[src/rtl/uart_pkg.sv]
// Shared UART frame constants and state encoding, used by both the receiver and the transmitter.
// Everything that defines the 8N1 frame on the wire lives here.
package uart_pkg;

    localparam int UART_DATA_BITS = 8;
    localparam int UART_TIMER_W   = 16;

    typedef enum logic [2:0] {
        ST_IDLE       = 3'd0,
        ST_START_BIT  = 3'd1,
        ST_DATA_BITS  = 3'd2,
        ST_STOP_BIT   = 3'd3,
        ST_BREAK_WAIT = 3'd4
    } uart_state_t;

    // Clocks per bit; integer division, so the bit period is truncated.
    function automatic int bit_clks(input int sys_clock, input int baudrate);
        return sys_clock / baudrate;
    endfunction

endpackage

[src/rtl/uart_baud_timer.sv]
// Bit-period timer: counts clocks while enabled, flags the mid-bit and end-of-bit points.
// Held at zero when not running so every bit measurement starts from a known count.
module uart_baud_timer
    import uart_pkg::*;
#(
    parameter int SYS_CLOCK     = 50000000,
    parameter int UART_BAUDRATE = 115200
) (
    input  logic clk,
    input  logic rst_n,
    input  logic clear,
    input  logic run,
    output logic half_tick,
    output logic full_tick
);

    localparam int BIT_CLKS = bit_clks(SYS_CLOCK, UART_BAUDRATE);
    localparam logic [UART_TIMER_W-1:0] HALF_LAST = UART_TIMER_W'(BIT_CLKS / 2 - 1);
    localparam logic [UART_TIMER_W-1:0] FULL_LAST = UART_TIMER_W'(BIT_CLKS - 1);

    logic [UART_TIMER_W-1:0] count_reg;
    logic [UART_TIMER_W-1:0] count_next;

    always_comb begin
        count_next = count_reg + UART_TIMER_W'(1);
        if (clear || !run) begin
            count_next = '0;
        end
    end

    always_ff @(posedge clk or negedge rst_n) begin
        if (!rst_n) begin
            count_reg <= '0;
        end else begin
            count_reg <= count_next;
        end
    end

    assign half_tick = (count_reg == HALF_LAST);
    assign full_tick = (count_reg == FULL_LAST);

endmodule

[src/rtl/uart_rx.sv]
// 8N1 UART receiver: synchronizes the line, finds the start edge, samples each bit mid-period
// and reports either a good byte or a framing error with a single-cycle pulse.
module uart_rx
    import uart_pkg::*;
#(
    parameter int SYS_CLOCK     = 50000000,
    parameter int UART_BAUDRATE = 115200
) (
    input  logic       i_SysClock,
    input  logic       i_ResetN,
    input  logic       i_RxSerial,
    output logic [7:0] o_RxByte,
    output logic       o_RxValid,
    output logic       o_RxFrameErr,
    output logic       o_RxBusy
);

    localparam logic [2:0] LAST_INDEX = 3'(UART_DATA_BITS - 1);

    logic rx_meta_reg;
    logic rx_s_reg;
    logic rx_prev_reg;
    logic fall_edge;

    uart_state_t state_reg;
    uart_state_t state_next;
    logic [2:0]  index_reg;
    logic [2:0]  index_next;
    logic [7:0]  shift_reg;
    logic [7:0]  shift_next;
    logic [7:0]  byte_reg;
    logic [7:0]  byte_next;
    logic        valid_reg;
    logic        valid_next;
    logic        ferr_reg;
    logic        ferr_next;

    logic timer_clear;
    logic timer_run;
    logic half_tick;
    logic full_tick;

    // Synchronizer flops come out of reset at the idle level so a quiet line sees no edge.
    always_ff @(posedge i_SysClock or negedge i_ResetN) begin
        if (!i_ResetN) begin
            rx_meta_reg <= 1'b1;
            rx_s_reg    <= 1'b1;
            rx_prev_reg <= 1'b1;
        end else begin
            rx_meta_reg <= i_RxSerial;
            rx_s_reg    <= rx_meta_reg;
            rx_prev_reg <= rx_s_reg;
        end
    end

    assign fall_edge = rx_prev_reg & ~rx_s_reg;

    assign timer_run = (state_reg == ST_START_BIT) ||
                       (state_reg == ST_DATA_BITS) ||
                       (state_reg == ST_STOP_BIT);

    uart_baud_timer #(
        .SYS_CLOCK     (SYS_CLOCK),
        .UART_BAUDRATE (UART_BAUDRATE)
    ) u_baud_timer (
        .clk       (i_SysClock),
        .rst_n     (i_ResetN),
        .clear     (timer_clear),
        .run       (timer_run),
        .half_tick (half_tick),
        .full_tick (full_tick)
    );

    always_comb begin
        state_next  = state_reg;
        index_next  = index_reg;
        shift_next  = shift_reg;
        byte_next   = byte_reg;
        valid_next  = 1'b0;
        ferr_next   = 1'b0;
        timer_clear = 1'b0;

        case (state_reg)
            ST_IDLE: begin
                if (fall_edge) begin
                    state_next  = ST_START_BIT;
                    timer_clear = 1'b1;
                end
            end
            ST_START_BIT: begin
                // A start bit that is high again at mid-bit was only a glitch.
                if (half_tick) begin
                    timer_clear = 1'b1;
                    if (!rx_s_reg) begin
                        state_next = ST_DATA_BITS;
                        index_next = '0;
                    end else begin
                        state_next = ST_IDLE;
                    end
                end
            end
            ST_DATA_BITS: begin
                if (full_tick) begin
                    shift_next[index_reg] = rx_s_reg;
                    index_next  = index_reg + 3'd1;
                    timer_clear = 1'b1;
                    if (index_reg == LAST_INDEX) begin
                        state_next = ST_STOP_BIT;
                    end
                end
            end
            ST_STOP_BIT: begin
                if (full_tick) begin
                    timer_clear = 1'b1;
                    if (rx_s_reg) begin
                        byte_next  = shift_reg;
                        valid_next = 1'b1;
                        state_next = ST_IDLE;
                    end else begin
                        ferr_next  = 1'b1;
                        state_next = ST_BREAK_WAIT;
                    end
                end
            end
            ST_BREAK_WAIT: begin
                // Waiting out a held-low line keeps a break to a single error report.
                if (rx_s_reg) begin
                    state_next = ST_IDLE;
                end
            end
            default: begin
                state_next = ST_IDLE;
            end
        endcase
    end

    always_ff @(posedge i_SysClock or negedge i_ResetN) begin
        if (!i_ResetN) begin
            state_reg <= ST_IDLE;
            index_reg <= '0;
            shift_reg <= '0;
            byte_reg  <= '0;
            valid_reg <= 1'b0;
            ferr_reg  <= 1'b0;
        end else begin
            state_reg <= state_next;
            index_reg <= index_next;
            shift_reg <= shift_next;
            byte_reg  <= byte_next;
            valid_reg <= valid_next;
            ferr_reg  <= ferr_next;
        end
    end

    assign o_RxByte     = byte_reg;
    assign o_RxValid    = valid_reg;
    assign o_RxFrameErr = ferr_reg;
    assign o_RxBusy     = (state_reg != ST_IDLE);

endmodule
[config.mk]
export PLATFORM = sky130hd
export DESIGN_NAME = uart_rx
export DESIGN_NICKNAME = d
export VERILOG_FILES = /design/src/rtl/uart_pkg.sv /design/src/rtl/uart_baud_timer.sv /design/src/rtl/uart_rx.sv
export SDC_FILE = /design/constraint.sdc
export NUM_CORES = 1
export LEC_CHECK = 0
export CORE_MARGIN = 4
export CORE_UTILIZATION = 30
export CTS_CLUSTER_DIAMETER = 100
export DETAILED_ROUTE_END_ITERATION = 8
export PLACE_DENSITY_LB_ADDON = 0.25
export REMOVE_ABC_BUFFERS = 1
export SLEW_MARGIN = 20
export SYNTH_ARGS = -nofsm -noshare
export SYNTH_HDL_FRONTEND = slang
export SYNTH_HIERARCHICAL = 1
export SYNTH_SLANG_ARGS = --single-unit
[constraint.sdc]
create_clock -name i_SysClock -period 3.15 [get_ports i_SysClock]
set_input_delay 0.4725 -clock i_SysClock [delete_from_list [all_inputs] [get_ports i_SysClock]]
set_output_delay 0.4725 -clock i_SysClock [all_outputs]
set_load 0.005 [all_outputs]
==> out/metrics.yaml <==
run_status:
  status: "complete, no violations"
detailed_routing:
  vias: 1455
  routed-wl-met3_um: 109
  viasPerCell: 4.90
  wl_per_cell_um: 13.1
  top_layer: "met4"
  dr_wl_met2_um: 1740
  wl_um: 3880
  ant_nets: 0
  drt-pass1-iter-count: 4
  drc: 0
  wl_met1_um: 1950
  drtIter0Drc: 90
worst_setup_path:
  cp-end-kind: "register"
  rrSetupSlack_ns: 0.82
  r2r-start: "u_baud_timer/count_reg[12]"
  worstPathArrival_ns: 2.51
  critPathLaunch: "u_baud_timer/count_reg[12]"
  r2r-end: "shift_reg[5]"
  endpoint: "shift_reg[5]"
  crit_required_ns: 3.33
  cp_max_fo: 6
  r2r_cells: 7
  critPathLaunchType: "register"
  crit_type: "reg2reg"
logic_synthesis:
  synthAdderAreaFrac_pct: 2.92
  synth-simple-area-share_pct: 21.9
  synth_seq_cells: 43
  muxShareOfSynthArea_pct: 11.0
  synth_compound_area_share_pct: 8.83
  ys_types: 48
  syn-cell-area_um2: 2140
  syn-instance-count: 190
  ys_async_sr_fraction_pct: 100
  ys.flop_type: "dfrtp_1"
  yosysSeqAreaShare_pct: 50.5
  synth_edf_count: 0
  postSynthAreaPerCell_um2: 11.3
  synth_top_family_by_area: "simple AND/OR/NAND/NOR gates"
  synthXorXnorAreaFrac_pct: 1.23
  yosysWarnings: 6
final_layout:
  drive_above_1_share_pct: 19.4
  mostFrequentLayoutCells: "dfrtp_1, mux2_2, clkdlybuf4s50_1, nand2_1"
  largest_reg_flops: 16
  instances_no_fill: 297
  syn2layout_area_growth_pct: 14.3
  finalNetCount: 208
  fill_cells: 703
  fin_util_pct: 35.6
  mostFrequentLayoutCell: "dfrtp_1"
  diodes: 0
job:
  max_cap_violations: 0
power:
  p_leak_nw: 1.05
  power_w: 0.00134
  vdd_drop_max_uv: 185
  powerDensity_nw_per_um2: 548
global_routing:
  grt_pass1_wl_um: 6790
  grt_start_max_net_pins: 44
  grt_antenna_before_repair: 0
  grt_pass1_vias: 1376
  track_usage_pct: 9.86
  gr-total-overflow: 0
placed_design:
  io_buffers: 13
  dp_hpwl_um: 2550
  dp.cells: 289
  place_congestion: 0.721
sta:
  maxSlewViolCount: 0
  fin_crit_sh_pct: 74.0
  rsz0062_at_grt: "no"
  slew_headroom_pct: 37.6
  fin_skew_ns: 0.00398
  final_hold_viol_count: 0
  fmax_mhz: 429
  finalSetupViolCount: 0
  finalSetupTns_ns: 0
  worst_slew_pin_slew_ns: 0.936
  finalCriticalPeriod_ns: 2.33
clock_network:
  post_cts_resized: 0
  cts_made_buffers: 5
  cts_setup_buffers: 0
  htreeDepth: 2
  holdBufCountCts: 0
  cts_root_buf: "clkbuf_8"
  cts_tree: "built"
  clk_pin_slew_ns: 0.08
  cts_sinks: 43
  clock_path_buffers: 2
  clk_latency_ns: 0.29
floorplanning:
  die-area_um2: 8550
  die_w_um: 92.5
  design.core.area_um2: 6870
  fp.dieH_um: 92.5
  initial_utilization_pct: 31.1
  io_pins: 14
  rows: 30
hold_path:
  min_path_type: "in2async"
[power by group]
group	internal [W]	switching [W]	leakage (nW)
Sequential	0.000581	0.0000642	0.585
Combinational	0.000113	0.000151	0.403
Clock	0.000236	0.000196	0.0581
Total	0.000930	0.000411	1.05
[worst max-delay path: stages (launching register included)]
cell and delay (ns):
dfrtp_1 0.44, nor4_1 0.28, nand2_1 0.11, nor3_1 0.38, and4bb_4 0.35, nand2_1 0.12
nor3b_2 0.21, mux2_1 0.33
[through the flow]
step / worst slack (ns) / instance area, µm² / hold slack (ns)
final: 0.819 / 2450 / 0.315
after global routing: 0.541 / 2450 / 0.368
after CTS: 0.807 / 2450 / 0.360
after detailed placement: 0.810 / 2330 / 0.347
after global placement: 0.833 / 2330 / 0.346
after floorplan: 1.04 / 2090 / 0.177
[worst min-delay path by stage]
stage	start	endpoint	slack, ns	cells past startpoint
6_report	i_ResetN	o_RxValid	0.31	1
3_5_place_dp	rx_meta_reg	rx_s_reg	0.35	0
4_1_cts	i_ResetN	shift_reg[1]	0.36	1
3_3_place_gp	rx_meta_reg	rx_s_reg	0.35	0
5_1_grt	rx_meta_reg	rx_s_reg	0.37	0
2_1_floorplan	i_ResetN	index_reg[0]	0.18	0
[synthesized netlist by cell type, drive strengths merged, types with 2 or more instances]
cell type / instances / area share [%]
nor2: 10 / 1.9
dfstp: 3 / 3.7
dfrtp: 40 / 47
nor2b: 2 / 0.58
mux2: 17 / 9.1
buf: 5 / 1.5
or4: 5 / 1.8
nand2: 11 / 1.9
o21a: 3 / 1.1
nor3b: 7 / 3.6
nor3: 5 / 1.2
inv: 7 / 1.2
o31ai: 5 / 1.8
nand3b: 2 / 0.70
nor4: 5 / 1.5
and2: 2 / 0.58
a22o: 2 / 0.82
nand2b: 5 / 1.6
o21ai: 2 / 0.47
or3: 3 / 0.94
mux2i: 4 / 1.9
a21oi: 9 / 2.1
nand3: 7 / 1.9
ha: 5 / 2.9
xnor2: 2 / 0.82
clkbuf: 5 / 0.88
nand4: 5 / 2.0
[routing by layer]
metal  track usage (%)  up-vias
met5                 0        -
met4              4.21        0
met3              2.11        6
met2              14.5       21
met1              13.9      720
li1                  -      708
[final cells by class]
| type | instances | area [µm²] | share of cell area [%] |
|---|---|---|---|
| repair buffers | 13 | 125 | 5.12 |
| flip-flops and latches | 43 | 1080 | 44.1 |
| multi-input cells | 130 | 982 | 40.2 |
| clock buffers | 5 | 68.8 | 2.81 |
| well taps | 96 | 120 | 4.91 |
| clock inverters | 3 | 43.8 | 1.79 |
| inverters | 7 | 26.3 | 1.07 |
[cell families (layout without fill, tap and decap cells)]
group                    after synthesis  in the layout
XOR/XNOR                               3              3
AO/OA/AOI/OAI                         28             28
multiplexers                          21             21
buffers and inverters                 17             28
flip-flops                            43             43
AND/OR/NAND/NOR                       73             73
adder cells (fa/ha/maj)                5              5
No activity file was read; power rests on OpenSTA's default activity.
